--- src/rtl/display_pkg.sv ---
// rtl/display_pkg.sv - shared digit codes, glyph constants and widths for the scan multiplexer
package display_pkg;

    localparam int CODE_W = 5;

    typedef logic [CODE_W-1:0] code_t;
    typedef logic [6:0]        seg_t;

    localparam code_t CODE_ZERO  = 5'd0;
    localparam code_t CODE_MINUS = 5'd16;
    localparam code_t CODE_BLANK = 5'd31;

    // Segment order is {g,f,e,d,c,b,a}, active-low.
    localparam seg_t SEG_BLANK = 7'b1111111;
    localparam seg_t SEG_MINUS = 7'b0111111;

endpackage

--- src/rtl/display_scan_mux_if.sv ---
// rtl/display_scan_mux_if.sv - host load port and display drive pins of the scan multiplexer
interface display_scan_mux_if #(
    parameter int N_DIGITS = 4
);
    import display_pkg::*;

    logic                       load;
    logic [CODE_W*N_DIGITS-1:0] data_in;
    logic [N_DIGITS-1:0]        dp_in;
    logic                       blank_lz_en;

    seg_t                       seg;
    logic                       dp;
    logic [N_DIGITS-1:0]        an;
    logic                       frame_tick;

    modport master (
        output load, data_in, dp_in, blank_lz_en,
        input  seg, dp, an, frame_tick
    );

    modport slave (
        input  load, data_in, dp_in, blank_lz_en,
        output seg, dp, an, frame_tick
    );

endinterface

--- src/rtl/seg7_decode.sv ---
// rtl/seg7_decode.sv - combinational 5-bit digit code to active-low seven-segment glyph
module seg7_decode
    import display_pkg::*;
(
    input  code_t code,
    output seg_t  seg
);

    always_comb begin
        seg = SEG_BLANK;
        case (code)
            5'd0:       seg = 7'b1000000;
            5'd1:       seg = 7'b1111001;
            5'd2:       seg = 7'b0100100;
            5'd3:       seg = 7'b0110000;
            5'd4:       seg = 7'b0011001;
            5'd5:       seg = 7'b0010010;
            5'd6:       seg = 7'b0000010;
            5'd7:       seg = 7'b1111000;
            5'd8:       seg = 7'b0000000;
            5'd9:       seg = 7'b0010000;
            5'd10:      seg = 7'b0001000;
            5'd11:      seg = 7'b0000011;
            5'd12:      seg = 7'b1000110;
            5'd13:      seg = 7'b0100001;
            5'd14:      seg = 7'b0000110;
            5'd15:      seg = 7'b0001110;
            CODE_MINUS: seg = SEG_MINUS;
            default:    seg = SEG_BLANK;
        endcase
    end

endmodule

--- src/rtl/display_scan_mux.sv ---
// rtl/display_scan_mux.sv - time-multiplexed seven-segment driver with frame-synchronous updates
module display_scan_mux
    import display_pkg::*;
#(
    parameter int N_DIGITS = 4,
    parameter int SCAN_DIV = 50000
) (
    input logic               clk,
    input logic               rst,
    display_scan_mux_if.slave bus
);

    localparam int SLOT_W = $clog2(SCAN_DIV);
    localparam int IDX_W  = $clog2(N_DIGITS);

    localparam logic [SLOT_W-1:0] SLOT_LAST = SLOT_W'(SCAN_DIV - 1);
    localparam logic [SLOT_W-1:0] SLOT_PRE  = SLOT_W'(SCAN_DIV - 2);
    localparam logic [IDX_W-1:0]  IDX_LAST  = IDX_W'(N_DIGITS - 1);

    logic [SLOT_W-1:0]          slot_cnt;
    logic [IDX_W-1:0]           digit_idx;
    logic                       slot_wrap;
    logic                       frame_wrap;

    code_t [N_DIGITS-1:0]       stage_code;
    logic  [N_DIGITS-1:0]       stage_dp;
    code_t [N_DIGITS-1:0]       disp_code;
    logic  [N_DIGITS-1:0]       disp_dp;
    logic                       pending;

    logic  [N_DIGITS-1:0]       lz_blank;
    logic                       lz_run;
    code_t                      sel_code;
    seg_t                       sel_seg;

    seg_t                       seg_q;
    logic                       dp_q;
    logic  [N_DIGITS-1:0]       an_q;
    logic                       frame_tick_q;

    assign slot_wrap  = (slot_cnt == SLOT_LAST);
    assign frame_wrap = slot_wrap && (digit_idx == IDX_LAST);

    always_ff @(posedge clk) begin
        if (rst) begin
            slot_cnt     <= '0;
            digit_idx    <= '0;
            frame_tick_q <= 1'b0;
        end else begin
            slot_cnt <= slot_wrap ? '0 : slot_cnt + 1'b1;
            if (slot_wrap)
                digit_idx <= (digit_idx == IDX_LAST) ? '0 : digit_idx + 1'b1;
            // Raised one cycle early so the registered pulse lands on the wrap cycle itself.
            frame_tick_q <= (slot_cnt == SLOT_PRE) && (digit_idx == IDX_LAST);
        end
    end

    // The display register only moves on a frame wrap, so a frame never mixes old and new digits.
    always_ff @(posedge clk) begin
        if (rst) begin
            stage_code <= {N_DIGITS{CODE_BLANK}};
            stage_dp   <= '0;
            disp_code  <= {N_DIGITS{CODE_BLANK}};
            disp_dp    <= '0;
            pending    <= 1'b0;
        end else if (frame_wrap) begin
            if (bus.load) begin
                disp_code <= bus.data_in;
                disp_dp   <= bus.dp_in;
            end else if (pending) begin
                disp_code <= stage_code;
                disp_dp   <= stage_dp;
            end
            pending <= 1'b0;
        end else if (bus.load) begin
            stage_code <= bus.data_in;
            stage_dp   <= bus.dp_in;
            pending    <= 1'b1;
        end
    end

    // Zeros are blanked from the most significant digit down until any non-zero code; digit 0 is always shown.
    always_comb begin
        lz_run   = bus.blank_lz_en;
        lz_blank = '0;
        for (int k = N_DIGITS - 1; k > 0; k--) begin
            lz_run      = lz_run && (disp_code[k] == CODE_ZERO);
            lz_blank[k] = lz_run;
        end
    end

    assign sel_code = lz_blank[digit_idx] ? CODE_BLANK : disp_code[digit_idx];

    seg7_decode u_decode (
        .code (sel_code),
        .seg  (sel_seg)
    );

    always_ff @(posedge clk) begin
        if (rst) begin
            seg_q <= SEG_BLANK;
            dp_q  <= 1'b1;
            an_q  <= '1;
        end else begin
            seg_q <= sel_seg;
            dp_q  <= ~disp_dp[digit_idx];
            an_q  <= (slot_cnt == '0) ? '1 : ~(N_DIGITS'(1) << digit_idx);
        end
    end

    assign bus.seg        = seg_q;
    assign bus.dp         = dp_q;
    assign bus.an         = an_q;
    assign bus.frame_tick = frame_tick_q;

endmodule

--- src/flat_wrapper.sv ---
// flat-port wrapper written by rule: the top's interface ports become plain ports
module display_scan_mux_flat import display_pkg::*;
#(
    parameter int N_DIGITS = 4,
    parameter int SCAN_DIV = 50000
)
  (clk, rst, bus_load, bus_data_in, bus_dp_in, bus_blank_lz_en, bus_seg, bus_dp, bus_an, bus_frame_tick);
  display_scan_mux_if #(.N_DIGITS(N_DIGITS)) bus_i ();
  input logic clk;
  input logic rst;
  input wire logic [$bits(bus_i.load)-1:0] bus_load;
  input wire logic [$bits(bus_i.data_in)-1:0] bus_data_in;
  input wire logic [$bits(bus_i.dp_in)-1:0] bus_dp_in;
  input wire logic [$bits(bus_i.blank_lz_en)-1:0] bus_blank_lz_en;
  output wire logic [$bits(bus_i.seg)-1:0] bus_seg;
  output wire logic [$bits(bus_i.dp)-1:0] bus_dp;
  output wire logic [$bits(bus_i.an)-1:0] bus_an;
  output wire logic [$bits(bus_i.frame_tick)-1:0] bus_frame_tick;
  assign bus_i.load = bus_load;
  assign bus_i.data_in = bus_data_in;
  assign bus_i.dp_in = bus_dp_in;
  assign bus_i.blank_lz_en = bus_blank_lz_en;
  assign bus_seg = bus_i.seg;
  assign bus_dp = bus_i.dp;
  assign bus_an = bus_i.an;
  assign bus_frame_tick = bus_i.frame_tick;
  display_scan_mux #(.N_DIGITS(N_DIGITS), .SCAN_DIV(SCAN_DIV)) u_core (.clk(clk), .rst(rst), .bus(bus_i));
endmodule
--- config.mk ---
export PLATFORM = sky130hd
export DESIGN_NAME = display_scan_mux_flat
export DESIGN_NICKNAME = d
export VERILOG_FILES = /design/src/rtl/display_pkg.sv /design/src/rtl/display_scan_mux_if.sv /design/src/rtl/seg7_decode.sv /design/src/rtl/display_scan_mux.sv /design/src/flat_wrapper.sv
export SDC_FILE = /design/constraint.sdc
export NUM_CORES = 1
export LEC_CHECK = 0
export ABC_AREA = 1
export CAP_MARGIN = 20
export CORE_UTILIZATION = 30
export CTS_CLUSTER_DIAMETER = 40
export DETAILED_ROUTE_END_ITERATION = 16
export SYNTH_ARGS = -nofsm -noshare
export SYNTH_HDL_FRONTEND = slang
export SYNTH_SLANG_ARGS = --single-unit
--- constraint.sdc ---
create_clock -name clk -period 5.7 [get_ports clk]
set_clock_uncertainty 0.15 [all_clocks]
set_input_delay 1.14 -clock clk [delete_from_list [all_inputs] [get_ports clk]]
set_output_delay 1.14 -clock clk [all_outputs]
set_load 0.01 [all_outputs]
# After elaboration in Yosys (flattened, before gate mapping)

Memory sizes are Yosys's and may differ from the RTL's. A register that Yosys moved wholly into a read port is not among the register bits.
Cells that the tools add are included.

Register bits: 73
ROM bits: 224
Bits of input ports: 28
Memories: 1

Add/subtract/negate cells: 2
Order comparisons: 1
Eq/ne operators: 3
Shift operators: 1
Mux-type cells: 12
Bitwise gates (word level): 3
Reduce and logical (&&, ||, !) cells: 15

Memories:

| name             | words | width | rd ports | clocked after Yosys merged registers in | write ports | line              | text |
|---|---|---|---|---|---|---|---|
| (name not given) | 32    | 7     | 1        | 1                                       | 0           | seg7_decode.sv:11 | `case (code)` |

Operator list:

| operator                | count |
|---|---|
| $mux W20                | 2 |
| $eq A16 B16 Y1 const B  | 2 |
| $add A16 B1 Y16 const B | 1 |
| $logic_not A16 Y1       | 1 |
| $logic_not A5 Y1        | 3 |
| $bmux W5 S2             | 1 |
| $mux W5                 | 2 |
| $mux W4                 | 2 |
| $reduce_or A2 Y1        | 3 |
| $logic_and A1 B1 Y1     | 5 |
| $bmux W1 S2             | 2 |
| $not A4 Y4              | 1 |
| $reduce_and A2 Y1       | 2 |
| $shl A1 B2 Y4 const A   | 1 |
| $lt A2 B3 Y1 const B    | 1 |
| $add A2 B1 Y2 const B   | 1 |
| $eq A2 B2 Y1 const B    | 1 |
| $mux W1                 | 2 |
| $mux W2                 | 1 |
| $not A1 Y1              | 2 |
| $reduce_bool A2 Y1      | 1 |

# Longest topological paths before layout

Depth after elaboration: 7
Depth in mapped cells: 15

# Hierarchy

Synthesis repeated with hierarchy kept, for this count alone.

Cells, all modules: 586
Area total of the unflattened synthesis: 4071.4 sq um

By module, submodules not included:

| module           | instances | cells each | area each (sq um) | sequential area each (sq um) |
|---|---|---|---|---|
| display_scan_mux | 1         | 531        | 3756.1            | 1601.5 |
| seg7_decode      | 1         | 55         | 315.3             | 0.0 |

# Worst setup path after synthesis

Ideal clock, no wire load.

Path type: input-to-reg
Start: input bus_blank_lz_en
End: register u_core.seg_q[3], in the netlist u_core.bus.seg[3]
Library setup time: 0.125 ns
Data arrival time: 2.252 ns
Slack: 3.174 ns
Stages on the path: 13
Cells stage by stage: inv_1 > nor2_1 > nand2_1 > nor2_2 > nand3_4 > nand2_1 > inv_1 > ha_1 > inv_1 > nand2_1 > nand2_1 > nand2_1 > nand3_1

Cells in the longest elaborated chain, start to end: 6

Ends and longest elaborated chain:

| what                              | line                   | text |
|---|---|---|
| start, declared                   | flat_wrapper.sv:14     | `input wire logic [$bits(bus_i.blank_lz_en)-1:0] bus_blank_lz_en;` |
| $logic_and A1 B1 Y1 (*)           | display_scan_mux.sv:87 | `lz_run = lz_run && (disp_code[k] == CODE_ZERO);` |
| $logic_and A1 B1 Y1 (2 in series) | display_scan_mux.sv:87 |  |
| $bmux W1 S2 (*)                   | display_scan_mux.sv:92 | `assign sel_code = lz_blank[digit_idx] ? CODE_BLANK : disp_code[digit_idx];` |
| $mux W1 (not written as such) (*) | display_scan_mux.sv:92 |  |
| $mux W5 (*)                       | display_scan_mux.sv:92 |  |
| end, declared                     | display_scan_mux.sv:36 | `seg_t seg_q;` |

Mark *: on every way between the ends. The rest lies on a longest branch, timed or not. The select of a mux whose other input is x is not followed.
A chain may end at the register's enable or synchronous reset.

# Worst setup path in the final report

Start: input bus_load
End: register u_core.disp_dp[3]

Cells in the longest elaborated chain, start to end: 2
Elaborated cells on any way between the ends: 3

Ends and longest elaborated chain:

| what                                | line                   | text |
|---|---|---|
| start, declared                     | flat_wrapper.sv:11     | `input wire logic [$bits(bus_i.load)-1:0] bus_load;` |
| $reduce_bool A2 Y1 (no source line) | --                     |  |
| $reduce_and A2 Y1 (no source line)  | --                     |  |
| end signal, assigned                | display_scan_mux.sv:69 | `disp_dp <= bus.dp_in;` |
| end signal, assigned                | display_scan_mux.sv:72 | `disp_dp <= stage_dp;` |
| end, declared                       | display_scan_mux.sv:28 | `logic [N_DIGITS-1:0] disp_dp;` |

Parallel ways exist; a longest one is shown, timed or not.

==> impl_metrics.toml <==
[status]
status = "complete, no violations"

[synthesis]
ys_warn_count = 0
synth_cell_types = 38
yosys_register_bits = 80
synthCells = 539
syn_area_um2 = 3920
synth.avg_cell_area_um2 = 7.28
synth_nets = 578
synth-seq-area-share_pct = 40.8

[worst_setup_path]
critPathRequiredTime_ps = 5820
end_kind = "flip-flop"
crit_end = "u_core.disp_dp[3]"
crit_start = "bus_load"
worstPathMaxFanout = 24
r2r_end = "u_core.bus.seg[3]"
rrSetupSlack_ps = 2920
critPathArrivalTime_ps = 3090
crit_type = "input port to flip-flop"
r2r_start = "u_core.digit_idx[0]"
reg2reg_depth = 13
worst_setup_path_start_kind = "input port"

[global_routing]
grt_max_degree = 48
gr-total-overflow = 0
grtUsageTotal_pct = 13.4
grt_pass1_vias = 3100
grt_pass1_wl_um = 14300
antenna_found_initial = 0

[finish]
mostFrequentLayoutCells = "nand2_1, dfxtp_1, inv_1"
fillers = 1344
drive_gt1_share_pct = 9.06
multiInputGateArea_um2 = 1950
finalNonFillerCells = 746
seq_area_um2 = 1600
synthToLayoutAreaGrowth_pct = 20.8
layout_commonest_cell = "nand2_1"
n_antenna_cell = 0
final_nets = 608

[clock_tree]
clock_path_buffers = 2
cts_hold_buf = 0
insertion_delay_ps = 340
clock-root-buffer = "clkbuf_16"
cts_buffers = 9
h-tree-depth = 3
cts_num_sinks = 80
tritoncts = "built"
post_cts_resized = 0
cts_setup_buffers = 0
clk_pin_slew_ps = 60

[hold_path]
min_path_type = "flip-flop to flip-flop"
min_path_cells = 2

[timing]
maxSlewHeadroom_pct = 44.3
slew_violations = 0
finalSetupViolCount = 0
timing.final.crit_share_pct = 52.1
whs_ps = 314
fmax_mhz = 337
tightest_slew_ps = 832
rsz0062_at_grt = "no"
finalSetupTns_ps = 0
post-route-min-period_ps = 2970
hold_viol_final = 0

[placed_design]
gp_congestion = 0.800
io_buffers = 40
dp_cells = 730
dpl.hpwl_um = 5980

[drt]
viasPerCell = 4.58
wl_per_cell_um = 11.4
drtIter0Drc = 147
drt-pass1-iter-count = 4
wl_um = 8510
ant_nets = 0
drc = 0
vias = 3416

[floorplan]
coreArea_um2 = 12700
dieHeight_um = 116
rows = 41
floorplan.initialDensity_pct = 31.0
io_pins = 41
dieArea_um2 = 13500
dieWidth_um = 116

[power]
p_per_area_nw_per_um2 = 277
leakagePower_uw = 0.00212
peakVddDrop_uv = 138

[run]
cap_violations = 0
==> registers in the layout, indices dropped and copies added (netlist names) <==
signal and count:
u_core.bus.dp 1, u_core.stage_dp 4, u_core.stage_code 20, u_core.slot_cnt 16
u_core.pending 1, u_core.bus.frame_tick 1, u_core.bus.seg 7, u_core.bus.an 4
u_core.digit_idx 2, u_core.disp_code 20, u_core.disp_dp 4
==> synthesized netlist by cell type <==
library cell   instances  area share (%)
nand2_1              159              15
dfxtp_1               80              41
inv_1                 53             5.1
nor2_1                42             4.0
nand3_1               41             5.2
o21ai_0               35             4.5
o211ai_1              23             4.4
a21oi_1               14             1.8
ha_1                  11             3.5
clkbuf_1               7            0.67
nor2_2                 7             1.1
nand2_2                6            0.96
buf_2                  5            0.64
buf_6                  5             1.4
inv_2                  5            0.48
buf_4                  4            0.77
mux2_2                 4             1.1
nand3b_1               4            0.77
nand3_2                3            0.77
or2_2                  3            0.48
xnor2_1                3            0.67
xor2_1                 3            0.67
nand4_1                2            0.32
nor3_1                 2            0.26
nor3_2                 2            0.51
nor4_1                 2            0.32
o21ai_1                2            0.26
o22ai_1                2            0.32
a41oi_1                1            0.22
clkbuf_4               1            0.19
dlygate4sd1_1          1            0.22
nand2b_4               1            0.35
nand3_4                1            0.45
nand4_4                1            0.54
nor3_4                 1            0.41
nor3b_1                1            0.19
o21a_1                 1            0.19
or2_0                  1            0.16
==> report_power, final <==
group	internal, uW	switching [uW]	leakage (uW)
clock network	411	239	0.000167
logic	37.8	40.6	0.00130
registers	574	7.94	0.000654
total	1020	288	0.00212
==> through the flow <==
step	cell area [um^2]	worst slack [ps]	utilization, %	total power (uW)
6_report	4740	2730	37.4	1310
5_1_grt	4740	2520	37.4	1360
4_1_cts	4740	2690	37.4	1330
3_5_place_dp	4400	2340	34.7	673
3_3_place_gp	4400	2380	34.7	671
2_1_floorplan	3920	3170	-	642
==> cell type report <==
| cell class | count | share of cell area (%) |
|---|---|---|
| tap | 172 | 4.54 |
| clock buffer | 11 | 5.33 |
| multi-input combinational | 378 | 41.1 |
| sequential | 80 | 33.8 |
| inverter | 58 | 4.59 |
| clock inverter | 5 | 1.82 |
| timing repair buffer | 42 | 8.77 |
==> critical path, stage by stage <==
cell	delay (ps)
clkdlybuf4s50_1	720
nor2_1	180
nor3_4	710
nand2_1	160
a21oi_1	160
==> kinds of logic (layout without fill, tap and decap cells) <==
| logic type | after synthesis | count (layout) | share of synthesized area (%) |
|---|---|---|---|
| xor+xnor | 6 | 6 | 1.34 |
| compound gates | 78 | 78 | 11.6 |
| mux | 4 | 4 | 1.15 |
| simple gates | 279 | 279 | 32.1 |
| fa+ha+maj | 11 | 11 | 3.51 |
| flops | 80 | 80 | 40.8 |
| buf+inv | 81 | 116 | 9.47 |
==> per-layer routing <==
layer,part of all wire [%],wire [um],GRT usage [%],up-vias
met4,1.8,155,6.41,0
met1,52,4410,18.2,1562
met2,43,3640,20.1,53
li1,-,-,-,1787
met3,3.5,299,3.06,14
met5,0,0,0,-
==> worst min-delay path by stage <==
stage / slack, ps / to / start
final: 310 / u_core.disp_dp[0] / u_core.disp_dp[0]
after global routing: 340 / u_core.disp_dp[0] / u_core.disp_dp[0]
after CTS: 310 / u_core.disp_dp[0] / u_core.disp_dp[0]
after detailed placement: 300 / u_core.disp_dp[0] / u_core.disp_dp[0]
after global placement: 290 / u_core.slot_cnt[0] / u_core.slot_cnt[0]
after floorplan: 280 / u_core.slot_cnt[0] / u_core.slot_cnt[0]
Power figures use the tool's default switching activity.
